[config.mk]
export PLATFORM = sky130hd
export DESIGN_NAME = floating_point_addition
export DESIGN_NICKNAME = d
export VERILOG_FILES = /design/src/rtl/fp_add_pkg.sv /design/src/rtl/fp_lzc24.sv /design/src/rtl/floating_point_addition.sv
export SDC_FILE = /design/constraint.sdc
export NUM_CORES = 1
export LEC_CHECK = 0
export ABC_AREA = 1
export BUFFER_PORTS_ARGS = -buffer_cell sky130_fd_sc_hd__buf_4
export CORE_MARGIN = 2
export CORE_UTILIZATION = 25
export DETAILED_ROUTE_END_ITERATION = 7
export GPL_ROUTABILITY_DRIVEN = 0
export PLACE_DENSITY = 0.37
export RECOVER_POWER = 25
export SLEW_MARGIN = 20
export SYNTH_ARGS = -nofsm -noshare
export SYNTH_HDL_FRONTEND = slang
export SYNTH_HIERARCHICAL = 1
export SYNTH_SLANG_ARGS = --single-unit
[constraint.sdc]
create_clock -name clk -period 0.95 [get_ports clk]
set_input_delay 0.095 -clock clk [delete_from_list [all_inputs] [get_ports clk]]
set_output_delay 0.095 -clock clk [all_outputs]
set_load 0.005 [all_outputs]
[src/rtl/fp_add_pkg.sv]
// fp_add_pkg: binary32 field widths, special encodings and the unpacked operand view
package fp_add_pkg;
  localparam int EXP_W = 8;
  localparam int FRAC_W = 23;
  localparam int BIAS = 127;
  localparam int EXP_MAX = 255;
  localparam logic [31:0] QNAN = 32'h7FC0_0000;
  localparam logic [31:0] POS_INF = 32'h7F80_0000;
  localparam logic [31:0] NEG_INF = 32'hFF80_0000;
  typedef struct packed {
    logic sign;
    logic [EXP_W-1:0] exp;
    logic [FRAC_W-1:0] frac;
  } fp_t;
endpackage

[src/rtl/fp_lzc24.sv]
// fp_lzc24: leading-zero count of the 27-bit {mantissa, G, R, S} sum; 27 means all zero
module fp_lzc24 (
  input  logic [26:0] x,
  output logic [4:0]  cnt
);
  // highest set bit wins, so scan upward and keep the last hit
  always_comb begin
    cnt = 5'd27;
    for (int i = 0; i < 27; i++) if (x[i]) cnt = 5'(26 - i);
  end
endmodule

[src/rtl/floating_point_addition.sv]
// floating_point_addition: registered binary32 adder, round-to-nearest-even; FPADD_DENORM_EN enables subnormals, otherwise flush-to-zero
module floating_point_addition
  import fp_add_pkg::*;
(
  input  logic        clk,
  input  logic        rst,
  input  logic [31:0] fnum1,
  input  logic [31:0] fnum2,
  output logic [31:0] fout
);
  fp_t a, b, big, sml;
  logic a_nan, b_nan, a_inf, b_inf, a_zero, b_zero, a_ge, sub, up, uf;
  logic [23:0] m_big, m_sml;
  logic [7:0] e_big, e_sml, d;
  logic [4:0] d_c, lz, sa;
  logic [49:0] sh;
  logic [26:0] aligned, nm;
  logic [27:0] sum;
  logic [24:0] mr;
  logic [9:0] ne, ef;
  logic [31:0] nxt;
  assign a = fnum1;
  assign b = fnum2;
  assign a_nan = a.exp == 8'hFF && a.frac != '0;
  assign b_nan = b.exp == 8'hFF && b.frac != '0;
  assign a_inf = a.exp == 8'hFF && a.frac == '0;
  assign b_inf = b.exp == 8'hFF && b.frac == '0;
`ifdef FPADD_DENORM_EN
  assign a_zero = a.exp == '0 && a.frac == '0;
  assign b_zero = b.exp == '0 && b.frac == '0;
`else
  assign a_zero = a.exp == '0;
  assign b_zero = b.exp == '0;
`endif
  assign a_ge = {a.exp, a.frac} >= {b.exp, b.frac};
  assign big = a_ge ? a : b;
  assign sml = a_ge ? b : a;
  assign m_big = {big.exp != '0, big.frac};
  assign m_sml = {sml.exp != '0, sml.frac};
  assign e_big = big.exp == '0 ? 8'd1 : big.exp;
  assign e_sml = sml.exp == '0 ? 8'd1 : sml.exp;
  assign d = e_big - e_sml;
  assign d_c = d > 8'd26 ? 5'd26 : d[4:0];
  assign sh = {m_sml, 26'b0} >> d_c;
  assign aligned = {sh[49:24], |sh[23:0]};
  assign sub = a.sign ^ b.sign;
  assign sum = sub ? {1'b0, m_big, 3'b0} - {1'b0, aligned} : {1'b0, m_big, 3'b0} + {1'b0, aligned};
  fp_lzc24 u_lzc (.x(sum[26:0]), .cnt(lz));
  // normalize, round, range-check, then let specials override in priority order
  always_comb begin
    sa = lz;
`ifdef FPADD_DENORM_EN
    if ({3'b0, lz} >= e_big) sa = 5'(e_big - 8'd1);
    uf = 1'b0;
`endif
    nm = sum[27] ? {sum[27:2], |sum[1:0]} : sum[26:0] << sa;
    ne = sum[27] ? {2'b0, e_big} + 10'd1 : {2'b0, e_big} - {5'b0, sa};
`ifndef FPADD_DENORM_EN
    uf = ne[9] || ne == '0;
`endif
    up = nm[2] & (nm[1] | nm[0] | nm[3]);
    mr = {1'b0, nm[26:3]} + {24'b0, up};
    ef = mr[24] ? ne + 10'd1 : mr[23] ? ne : 10'd0;
    if (a_nan || b_nan) nxt = QNAN;
    else if (a_inf && b_inf && sub) nxt = QNAN;
    else if (a_inf) nxt = fnum1;
    else if (b_inf) nxt = fnum2;
    else if (a_zero && b_zero) nxt = {a.sign & b.sign, 31'b0};
    else if (a_zero) nxt = fnum2;
    else if (b_zero) nxt = fnum1;
    else if (sum == '0) nxt = '0;
    else if (uf) nxt = {big.sign, 31'b0};
    else if (!ef[9] && ef >= 10'(EXP_MAX)) nxt = big.sign ? NEG_INF : POS_INF;
    else nxt = {big.sign, ef[7:0], mr[24] ? mr[23:1] : mr[22:0]};
  end
  // single output register, cleared asynchronously
  always_ff @(posedge clk or posedge rst) begin
    if (rst) fout <= '0;
    else fout <= nxt;
  end
endmodule

# == Word level (Yosys, flattened, before mapping) ==
# Cells that the tools add are included.
# op_classes
n_eq_ne,2
magnitude_cmp,3
mux,49
bitwise_logic,5
n_reduce_logical,25
n_shift,2
n_addsub,7
# ops
cell,n
$mux 32,12
$mux 5,17
$shr 50x5->50,1
$logic_not 23->1,2
$reduce_bool 23->1,2
$logic_not 8->1,4
$mux 4,8
$ge 31x31->1,1
$mux 31,1
$mux 10,3
$add 27x27->28,1
$logic_not 28->1,1
$mux 28,1
$sub 27x27->28,1
$mux 27,1
$shl 27x5->27,1
$add 24x1->25,1
$reduce_or 24->1,1
$mux 23,1
$eq 8x8->1 const B,2
$mux 8,2
$reduce_bool 8->1,2
$add 10x1->10 const B,1
$ge 10x8->1 const B,1
other kinds (14),25
# word_totals
in_bits,66
out_inout_bits,32
register_bits,32
elab_cells,94

# == Longest topological paths before layout ==
# Gate-level depths: netlist of the first run.
# logic_depth
depth_word,58
depth_mapped,109
mapped_depth_nobuf,104

# == By module ==
# Netlist of the first run, hierarchy kept.
# by_module_without_submodules
module,instances,cells_each,area_each_um2,seq_area_each_um2
floating_point_addition,1,2321,12283.0,800.8
fp_lzc24,1,80,352.8,0.0

# == Worst setup path after synthesis of the first run ==
# No wires, ideal clock.
# synth_timing
kind,input to register
from,input port fnum2[30]
to,register fout[3]
path_stages,90
path_slack_ps,-10210
setup_time_ps,78
t_required_ps,872
arrival_time_ps,11082
path_buffers,7
cell_sequence,inv_1 -> ha_1 -> nand2_1 -> nor2_2 -> nand4_1 -> nor2_2 -> nand2_2 -> nand2_4 -> buf_6 -> clkbuf_1 -> nand2_1 -> o21ai_0 -> inv_1 -> nor2_1 -> inv_1 -> nor3_1 -> nand4_1 -> nand2_1 -> [... 54 more ...] -> inv_1 -> o21ai_0 -> o21ai_0 -> xor2_1 -> inv_1 -> nor4_1 -> nand4_1 -> nand2_1 -> nor2_2 -> clkinv_1 -> nor2_1 -> inv_2 -> buf_2 -> nor3_1 -> nand2_1 -> o21ai_1 -> nand2_1 -> a21oi_1
# synth_via
elab_cells_between_ends,82
classes_between,add/sub (7); order compare (3); eq/ne (1); shift (2); mux (48); bitwise (3); reduce/logical (18)
# synth_rtl
element,line_no,rtl
"start, declared",floating_point_addition.sv:8,"input logic [31:0] fnum2,"
$ge 31x31->1,floating_point_addition.sv:35,"assign a_ge = {a.exp, a.frac} >= {b.exp, b.frac};"
$mux 32 / $mux 31 (equally long branches),"floating_point_addition.sv:36, floating_point_addition.sv:37",
$logic_not 8->1 (on tied branches),"floating_point_addition.sv:40, floating_point_addition.sv:41",
$mux 8 (on tied branches),"floating_point_addition.sv:40, floating_point_addition.sv:41",
$sub 8x8->8,floating_point_addition.sv:42,assign d = e_big - e_sml;
$gt 8x5->1,floating_point_addition.sv:43,assign d_c = d > 8'd26 ? 5'd26 : d[4:0];
$mux 5,floating_point_addition.sv:43,
$shr 50x5->50,floating_point_addition.sv:44,"assign sh = {m_sml, 26'b0} >> d_c;"
[... 3 more ...],-,
named net sum[25],floating_point_addition.sv:18,logic [27:0] sum;
[... 2 more ...],-,
named net lz[2],floating_point_addition.sv:15,"logic [4:0] d_c, lz, sa;"
[... 13 more ...],-,
$mux 32 (*),floating_point_addition.sv:70,else if (b_zero) nxt = fnum1;
$mux 32 (*),floating_point_addition.sv:69,else if (a_zero) nxt = fnum2;
$mux 32 (*),floating_point_addition.sv:68,"else if (a_zero && b_zero) nxt = {a.sign & b.sign, 31'b0};"
$mux 32 (*),floating_point_addition.sv:67,else if (b_inf) nxt = fnum2;
$mux 32 (*),floating_point_addition.sv:66,else if (a_inf) nxt = fnum1;
$mux 32 (*),floating_point_addition.sv:65,else if (a_inf && b_inf && sub) nxt = QNAN;
$mux 32 (*),floating_point_addition.sv:64,if (a_nan || b_nan) nxt = QNAN;
named net nxt[3],floating_point_addition.sv:21,logic [31:0] nxt;
"end signal, assigned",floating_point_addition.sv:79,else fout <= nxt;
"end, declared",floating_point_addition.sv:9,output logic [31:0] fout
# The timed path passes the listed nets; every way through them passes the cells marked *.

# == Worst setup path after layout of the first run ==
# layout_timing
from,input port fnum2[28]
to,register fout[24]
# layout_via
elab_cells_between_ends,81
classes_between,add/sub (7); order compare (3); eq/ne (1); shift (2); mux (47); bitwise (3); reduce/logical (18)
# layout_rtl
element,line_no
$ge 31x31->1,floating_point_addition.sv:35
$mux 32 / $mux 31 (equally long branches),"floating_point_addition.sv:36, floating_point_addition.sv:37"
$logic_not 8->1 (on tied branches),"floating_point_addition.sv:40, floating_point_addition.sv:41"
$mux 8 (on tied branches),"floating_point_addition.sv:40, floating_point_addition.sv:41"
$sub 8x8->8,floating_point_addition.sv:42
$gt 8x5->1,floating_point_addition.sv:43
$mux 5,floating_point_addition.sv:43
$shr 50x5->50,floating_point_addition.sv:44
[... 3 more ...],-
named net sum[15],floating_point_addition.sv:18
[... 12 more ...],-
named net lz[0],floating_point_addition.sv:15
[... 13 more ...],-
$mux 32 (*),floating_point_addition.sv:70
$mux 32 (*),floating_point_addition.sv:69
$mux 32 (*),floating_point_addition.sv:68
$mux 32 (*),floating_point_addition.sv:67
$mux 32 (*),floating_point_addition.sv:66
$mux 32 (*),floating_point_addition.sv:65
$mux 32 (*),floating_point_addition.sv:64
named net nxt[24],floating_point_addition.sv:21
# Marks and branches as above.

==> impl_metrics.py, run 1 <==
metrics = {
    "yosys": {
        "synthFlopType": "dfrtp_1",
        "ys_warn_count": 6,
        "synth_cell_types": 64,
        "yosysTopAreaCellShare_pct": 22.3,
        "synth.avg_cell_area_um2": 5.26,
        "syn_area_mm2": 0.0126,
        "yosys.area.top_type": "nand2_1",
        "netlist_instances": 2401,
        "synth_seq_cells": 32,
        "synth_area_leaders": "nand2_1 (22%), nand3_1 (15%), ha_1 (9.5%)",
        "syn_nets": 2565,
        "synth_edf_count": 0,
        "ys_async_sr_fraction_pct": 100,
        "seq_area_frac_synth_pct": 6.34,
    },
    "detailed_routing": {
        "vias": 18865,
        "via_per_inst": 4.83,
        "wirelength_um": 67400,
        "drc": 0,
        "drt_iter0_drc": 1413,
        "postRouteAntennaNets": 0,
        "firstDrtPassIters": 5,
        "wl_per_cell_um": 17.3,
    },
    "worst_setup_path": {
        "start_kind": "input pin",
        "path_class": "input pin to flop",
        "cp.required_ns": 1.17,
        "critPathCaptureType": "flop",
        "crit_arrival_ns": 11.13,
        "cp_slowest_cell": "fa_2",
        "cp_max_fo": 30,
        "crit_path_max_incr_delay_ns": 0.37,
        "critPathMostFrequentCell": "nand2_1",
    },
    "power": {
        "p_clk_share_pct": 4.1,
        "p_sw_share_pct": 51.4,
        "power_frac_seq_pct": 5.1,
        "power.density_mw_per_mm2": 2070,
        "p_sw_mw": 23.2,
        "intPower_mw": 22.0,
        "total_power_mw": 45.2,
        "share_comb_of_total_power_pct": 90.7,
        "p_leak_nw": 11.6,
        "ir_worst_vdd_mv": 0.580,
    },
    "timing": {
        "layout_min_cycle_time_ns": 10.91,
        "slew_viol_final": 0,
        "max_freq_mhz": 91.7,
        "finalCritPeriodShare_pct": 1150,
        "finalHoldViolations": 0,
        "rsz0062_at_grt": "true",
        "worstMarginPinSlew_ns": 0.637,
        "relSlewSlack_pct": 57.2,
        "fin_ws_ns": -9.96,
        "setup_violations": 32,
    },
    "finish": {
        "final_cell_area_mm2": 0.0218,
        "regArea_um2": 801,
        "nets": 3394,
        "layout_common_cells": "buf_4 (884), nand2_1 (680), nand3_1 (357)",
        "top_regs": "fout: 32 flops",
        "fill_cells": 5520,
        "multi_input_area_mm2": 0.0114,
        "regMostFlops": "fout",
        "largest_reg_flops": 32,
        "n_antenna_cell": 0,
        "layout_commonest_cell": "buf_4",
        "area_growth_syn_to_layout_pct": 72.3,
        "drive_above_1_share_pct": 40.5,
    },
    "worst_hold_path": {
        "hold_path_class": "input pin to flop",
    },
    "outcome": {
        "status": "complete, but fails checks",
        "violations": "setup timing",
    },
    "cts": {
        "cts.sinks": 32,
        "clk_pin_slew_ns": 0.06,
        "htree_levels": 2,
        "root_buffer": "clkbuf_16",
        "cts_buffer_depth": 2,
        "cts_made_buffers": 5,
        "cts_tree": "done",
    },
    "floorplan": {
        "rows": 82,
        "io_pins": 98,
        "core-area_mm2": 0.0501,
        "die_w_um": 229,
        "die-area_mm2": 0.0524,
        "start_util_pct": 25.2,
        "die_h_um": 229,
    },
    "place": {
        "dp_hpwl_um": 57500,
        "dp_slack_ns": -10.75,
        "dpl_cell_area_mm2": 0.0197,
        "numPortBuffers": 97,
    },
    "global_route": {
        "grt_overflow_total": 0,
        "antenna_found_initial": 1,
        "grt_pass1_vias": 17903,
        "grt_usage_pct": 24.3,
        "grt_pass1_wl_um": 100000,
        "grt_max_degree": 75,
    },
    "job": {
        "cap_violations": 0,
    },
}
==> layout make-up <==
class | count | area share, %
inverter | 325 | 5.93
clock buffer | 6 | 0.592
multi-input combinational | 1942 | 52.4
tap | 672 | 3.86
sequential | 32 | 3.68
timing repair buffer | 924 | 33.4
clock inverter | 2 | 0.161
==> path summary, 6_finish.rpt <==
| path | from | endpoint | slack [ns] | cells after the start |
|---|---|---|---|---|
| setup / recovery | fnum2[28] | fout[24] | -9.96 | 90 |
| min in group asynchronous | rst | fout[18] | 0.49 | 4 |
| max in group asynchronous | rst | fout[26] | 0.14 | 4 |
| hold / removal | fnum2[20] | fout[20] | 0.11 | 3 |
==> cells in the mapped netlist (4+ instances only) <==
cell type	count
nand2_1	752
nand3_1	387
inv_1	290
nor2_1	178
a21oi_1	133
ha_1	96
o21ai_0	92
clkbuf_1	43
nand4_1	41
o21ai_1	36
dfrtp_1	32
inv_2	27
nand2_2	25
xor2_1	25
nor4_1	23
buf_2	17
buf_4	16
buf_6	15
nor3_1	13
nor2_2	11
a31oi_1	10
o21ai_2	10
or2_2	10
buf_1	9
a21o_1	8
nand2_4	8
xnor2_1	8
nor2_4	6
clkinv_1	5
o21bai_1	5
o31ai_1	5
a21boi_0	4
nand3_2	4
o211ai_1	4
or2_1	4
==> repair_timing <==
item                                    4_1_cts  5_1_grt
pin swaps                                    24      116
buffers inserted                             17       49
endpoints found under the setup margin       32       32
resized for setup                            65      257
hold buffers                                  1        0
hold endpoints to repair                     32        0
gates cloned                                  1        4
==> worst max-delay path, delay by kind of cell <==
family / cells / cell delay (ns)
simple gates: 58 / 5.85
buf+inv: 18 / 2.28
compound gates: 10 / 1.67
fa+ha+maj: 4 / 1.20
==> logic make-up after synthesis <==
kind of cell,Yosys count,synth area share (%)
AO/OA/AOI/OAI,333,14.9
flip-flops,32,6.34
AND/OR/NAND/NOR,1475,51.7
adder cells (fa/ha/maj),98,9.82
buffers and inverters,427,14.5
XOR/XNOR,36,2.67
==> per-stage QoR <==
step	TNS, ns	hold WS (ns)	cells	util (%)
2_1_floorplan	-281.66	0.211	2401	-
3_3_place_gp	-330.35	0.162	3824	39.3
3_5_place_dp	-335.09	0.178	3824	39.3
4_1_cts	-312.73	0.113	3851	40.6
5_1_grt	-335.48	0.116	3903	43.5
6_report	-313.78	0.112	3903	43.5
==> power by group through the flow <==
stage	combinational, mW	clock (mW)	sequential, mW
final	41.0	1.87	2.32
after floorplan	17.3	0	2.33
after CTS	37.1	1.91	2.33
after global routing	44.5	1.98	2.41
after global placement	36.1	0	2.36
after detailed placement	36.0	0	2.34
==> metal layers <==
metal  share of wire (%)  GRT usage [%]  vias to the layer above
met2                  47           41.3                      466
met5                   0              0                        -
li1                    -              -                     9498
met1                  45           32.9                     8822
met3                 4.8           2.47                       79
met4                 2.5           5.42                        0
Power figures use the tool's default switching activity.
==> run 2: changes to the inputs <==
CORE_ASPECT_RATIO = 1.4   (was not set)
clock period = 11.37 ns   (was 0.95 ns; I/O delays follow)
==> run 2 against run 1 <==
  * The run ends with capacitance limit, slew limit, setup timing left
  * Global-route usage rose by 1.6 points
  * Sequential share of layout area fell by 0.16 points
  * Die area barely moved
  * Via count rose by 1.5%
  * Wire length rose by 6.9%
  * Power fell by 91%
  * Utilization rose by 2.0 points
  * Hold slack improved by 1.0 ns
  * First-iteration DRC count fell by 16%
  * Critical path depth fell by 5
  * Combinational power fell by 91%
  * Critical path type unchanged
  * Largest cell class unchanged
  * Largest power group unchanged
  * Highest routed layer unchanged
==> impl_metrics.py, run 2 (same netlist as run 1, synthesis figures left out) <==
metrics = {
    "cts": {
        "cts_tree": "done",
        "cts_buffer_depth": 2,
        "cts_made_buffers": 5,
        "htree_levels": 2,
        "cts.sinks": 32,
        "root_buffer": "clkbuf_16",
        "clk_pin_slew_ns": 0.05,
        "hold_buffers": 0,
    },
    "timing": {
        "fin_ws_ns": -0.107,
        "layout_min_cycle_time_ns": 11.48,
        "setup-tns-final_ns": -1.22,
        "fin_hold_ws_ns": 1.13,
        "finalCritPeriodShare_pct": 101,
        "relSlewSlack_pct": -17.0,
        "worstMarginPinSlew_ns": 1.76,
        "rsz0062_at_grt": "true",
        "finalHoldViolations": 0,
        "slew_viol_final": 33,
        "setup_violations": 21,
        "max_freq_mhz": 87.1,
    },
    "outcome": {
        "status": "complete, but fails checks",
        "violations": "capacitance limit, slew limit, setup timing",
    },
    "finish": {
        "area_growth_syn_to_layout_pct": 80.0,
        "layout_common_cells": "buf_4 (833), nand2_1 (635), nand3_1 (282)",
        "n_antenna_cell": 0,
        "regMostFlops": "fout",
        "layout_commonest_cell": "buf_4",
        "largest_reg_flops": 32,
        "fin_util_pct": 45.5,
        "nets": 3375,
        "top_regs": "fout: 32 flops",
        "drive_above_1_share_pct": 46.5,
    },
    "floorplan": {
        "die_h_um": 270,
        "rows": 97,
        "io_pins": 98,
        "core-area_mm2": 0.0500,
        "die-area_mm2": 0.0524,
        "start_util_pct": 25.3,
        "die_w_um": 194,
    },
    "worst_setup_path": {
        "critPathMostFrequentCell": "nand2_2",
        "cp_slowest_cell": "fa_2",
        "crit_path_max_incr_delay_ns": 0.53,
        "start_kind": "input pin",
        "crit_arrival_ns": 11.58,
        "crit_buf_inv": 24,
        "path_class": "input pin to flop",
        "critPathCaptureType": "flop",
        "cp.required_ns": 11.47,
        "cpLargestDelayFamily": "simple AND/OR/NAND/NOR gates",
        "cp_max_fo": 8,
    },
    "global_route": {
        "grt_pass1_vias": 18794,
        "grt_pass1_wl_um": 106000,
        "grt_usage_pct": 25.9,
        "antenna_found_initial": 0,
        "grt_overflow_total": 0,
        "grt_max_degree": 74,
    },
    "place": {
        "numPortBuffers": 97,
        "dp_hpwl_um": 59000,
    },
    "job": {
        "cap_violations": 1,
    },
    "power": {
        "power.density_mw_per_mm2": 180,
        "p_leak_nw": 11.8,
        "ir_worst_vdd_mv": 0.0927,
    },
    "detailed_routing": {
        "wl_per_cell_um": 18.7,
        "firstDrtPassIters": 6,
        "via_per_inst": 4.97,
        "postRouteAntennaNets": 0,
        "drt_iter0_drc": 1193,
        "wirelength_um": 72100,
        "vias": 19146,
        "drc": 0,
    },
    "worst_hold_path": {
        "hold_path_class": "input pin to flop",
    },
}
[run 2: metrics by stage]
step | instance area (um2) | power [mW] | setup WS [ns] | std cells
after floorplan | 12700 | 1.61 | 0.0274 | 2401
after global placement | 18600 | 3.18 | -1.64 | 3689
after detailed placement | 18600 | 3.17 | -1.65 | 3689
after CTS | 20900 | 3.67 | -0.112 | 3798
after global routing | 22700 | 4.38 | -0.781 | 3855
final | 22700 | 4.09 | -0.107 | 3855
[run 2: cell type report]
| cell class | count | area [um2] |
|---|---|---|
| multi-input cells | 1944 | 12400 |
| flip-flops and latches | 32 | 801 |
| fillers | 5371 | 27300 |
| well taps | 643 | 805 |
| clock buffers | 5 | 125 |
| clock inverters | 3 | 42.5 |
| repair buffers | 903 | 7230 |
| inverters | 325 | 1310 |
[run 2: worst paths after layout]
check / from / endpoint / cells after the start
min in group asynchronous: rst / fout[2] / 3
worst min-delay path: fnum2[25] / fout[25] / 3
worst max-delay path: fnum2[26] / fout[11] / 85
max in group asynchronous: rst / fout[25] / 3
[run 2: what timing repair did]
action	CTS	global route
pin swaps	86	155
gates resized for setup	324	348
buffers inserted	96	59
setup endpoints to repair	31	31
gates cloned	7	2
[run 2: power breakdown]
part | switching (mW) | internal, mW | leakage, nW
combinational | 2.05 | 1.70 | 11.3
sequential | 0.0217 | 0.171 | 0.387
clock | 0.0502 | 0.103 | 0.0798
[run 2: routing by layer]
layer	vias to the layer above	part of all wire, %	global-route usage (%)
li1	9460	-	-
met1	9011	39	29.0
met2	495	52	49.6
met3	180	3.0	1.25
met4	0	6.1	12.0
met5	-	0	0
==> run 3: changes to the inputs <==
clock period = 14.8 ns   (was 11.37 ns; I/O delays follow)
==> run 3 against run 2 <==
  * The run ends with capacitance limit, slew limit left
  * Sequential share of layout area up 2.1 points
  * First-iteration DRC count up 7.0%
  * Design area down 38%
  * Critical endpoint is now fout[0]
  * Critical path type unchanged
  * Utilization down 17 points
==> impl_metrics.py, run 3 (same netlist as run 1, synthesis figures left out) <==
metrics = {
    "global_route": {
        "grt_pass1_vias": 15505,
        "use_met1_pct": 26.6,
        "grt_pass1_wl_um": 94000,
        "antenna_found_initial": 0,
        "top_usage_layer": "met2",
        "grt_usage_pct": 23.2,
        "use_met3_pct": 0.987,
        "grt_max_degree": 74,
        "grt_overflow_total": 0,
        "met2_usage_pct": 44.4,
    },
    "detailed_routing": {
        "postRouteAntennaNets": 0,
        "via_per_inst": 5.16,
        "wirelength_um": 63300,
        "drc": 0,
        "wl_per_cell_um": 20.4,
        "drt_iter0_drc": 1277,
        "vias": 15965,
        "firstDrtPassIters": 5,
    },
    "finish": {
        "layout_common_cells": "nand2_1 (751), nand3_1 (386), inv_1 (290)",
        "nets": 2615,
        "final_cell_area_mm2": 0.0142,
        "drive_above_1_share_pct": 11.6,
        "area_growth_syn_to_layout_pct": 12.5,
        "n_antenna_cell": 0,
        "regMostFlops": "fout",
        "layout_commonest_cell": "nand2_1",
        "top_regs": "fout: 32 flops",
        "largest_reg_flops": 32,
    },
    "timing": {
        "setup_violations": 0,
        "relSlewSlack_pct": -17.5,
        "fin_ws_ns": 1.04,
        "finalCritPeriodShare_pct": 93.0,
        "finalHoldViolations": 0,
        "slew_viol_final": 33,
        "max_freq_mhz": 72.6,
        "layout_min_cycle_time_ns": 13.76,
        "worstMarginPinSlew_ns": 1.76,
    },
    "floorplan": {
        "start_util_pct": 25.3,
        "die-area_mm2": 0.0524,
        "rows": 97,
        "io_pins": 98,
        "die_h_um": 270,
        "core-area_mm2": 0.0500,
        "die_w_um": 194,
    },
    "worst_setup_path": {
        "critPathCaptureType": "flop",
        "crit_path_max_incr_delay_ns": 0.42,
        "critPathMostFrequentCell": "nand2_1",
        "cp.required_ns": 14.97,
        "path_class": "input pin to flop",
        "startpoint": "fnum2[30]",
        "cp_max_fo": 30,
        "start_kind": "input pin",
        "cp_slowest_cell": "fa_1",
        "crit_arrival_ns": 13.94,
    },
    "cts": {
        "cts_made_buffers": 5,
        "cts_buffer_depth": 2,
        "cts.sinks": 32,
        "root_buffer": "clkbuf_16",
        "cts_tree": "done",
        "clk_pin_slew_ns": 0.05,
        "htree_levels": 2,
    },
    "place": {
        "dpl_cell_area_mm2": 0.0139,
        "dp_hpwl_um": 54000,
        "dp_slack_ns": -0.216,
        "numPortBuffers": 97,
    },
    "power": {
        "p_sw_share_pct": 62.8,
        "p_leak_nw": 7.50,
        "power.density_mw_per_mm2": 141,
        "share_comb_of_total_power_pct": 86.8,
        "p_clk_share_pct": 5.8,
        "p_sw_mw": 1.26,
        "ir_worst_vdd_mv": 0.0649,
        "intPower_mw": 0.743,
        "power_frac_seq_pct": 7.4,
    },
    "worst_hold_path": {
        "hold_path_class": "input pin to flop",
        "min_from": "fnum2[25]",
    },
    "job": {
        "cap_violations": 1,
    },
    "outcome": {
        "violations": "capacitance limit, slew limit",
        "status": "complete, but fails checks",
    },
}
run 3: layout make-up:
class	instances	area, um2
flip-flops and latches	32	801
clock buffers	5	125
clock inverters	3	42.5
repair buffers	145	1100
well taps	643	805
multi-input cells	1942	10100
inverters	325	1250
fillers	5890	35800
run 3: per-stage QoR:
step / TNS [ns] / std cells / utilization (%) / hold slack (ns) / total power, mW
after floorplan: 0 / 2401 / - / 1.60 / 1.23
after CTS: 0 / 3088 / 28.1 / 1.32 / 1.97
after global placement: -0.401 / 3080 / 27.8 / 1.61 / 1.86
final: 0 / 3095 / 28.4 / 1.48 / 2.00
after detailed placement: -0.306 / 3080 / 27.8 / 1.61 / 1.84
after global routing: -0.00533 / 3095 / 28.4 / 1.48 / 2.18
run 3: repair_timing:
action	CTS	global route
setup endpoints to repair	0	31
setup buffers	0	7
hold buffers	0	0
resized for setup	0	23
run 3: metal layers:
layer  wire [um]  vias up
met5           0        -
met1       24800     7399
met3        2310      124
li1            -     7920
met2       32900      522
met4        3290        0
run 3: critical path: cells and delay by family:
| kind | cells | cell delay, ns |
|---|---|---|
| XOR/XNOR | 1 | 0.22 |
| AO/OA/AOI/OAI | 15 | 3.01 |
| adder cells (fa/ha/maj) | 5 | 1.63 |
| buffers and inverters | 12 | 2.19 |
| AND/OR/NAND/NOR | 48 | 5.40 |
run 3: path summary, 6_finish.rpt:
path	end	slack [ns]	cells after the start
setup / recovery	fout[0]	1.04	81
hold / removal	fout[25]	1.48	3
max in group asynchronous	fout[22]	11.94	3
min in group asynchronous	fout[11]	1.84	3
run 3: power by group through the flow:
stage	clock network [mW]	registers, mW	logic [mW]
CTS	0.119	0.150	1.70
floorplan	0	0.150	1.08
global route	0.124	0.153	1.91
finish	0.116	0.148	1.74
detailed placement	0	0.150	1.69
global placement	0	0.152	1.71
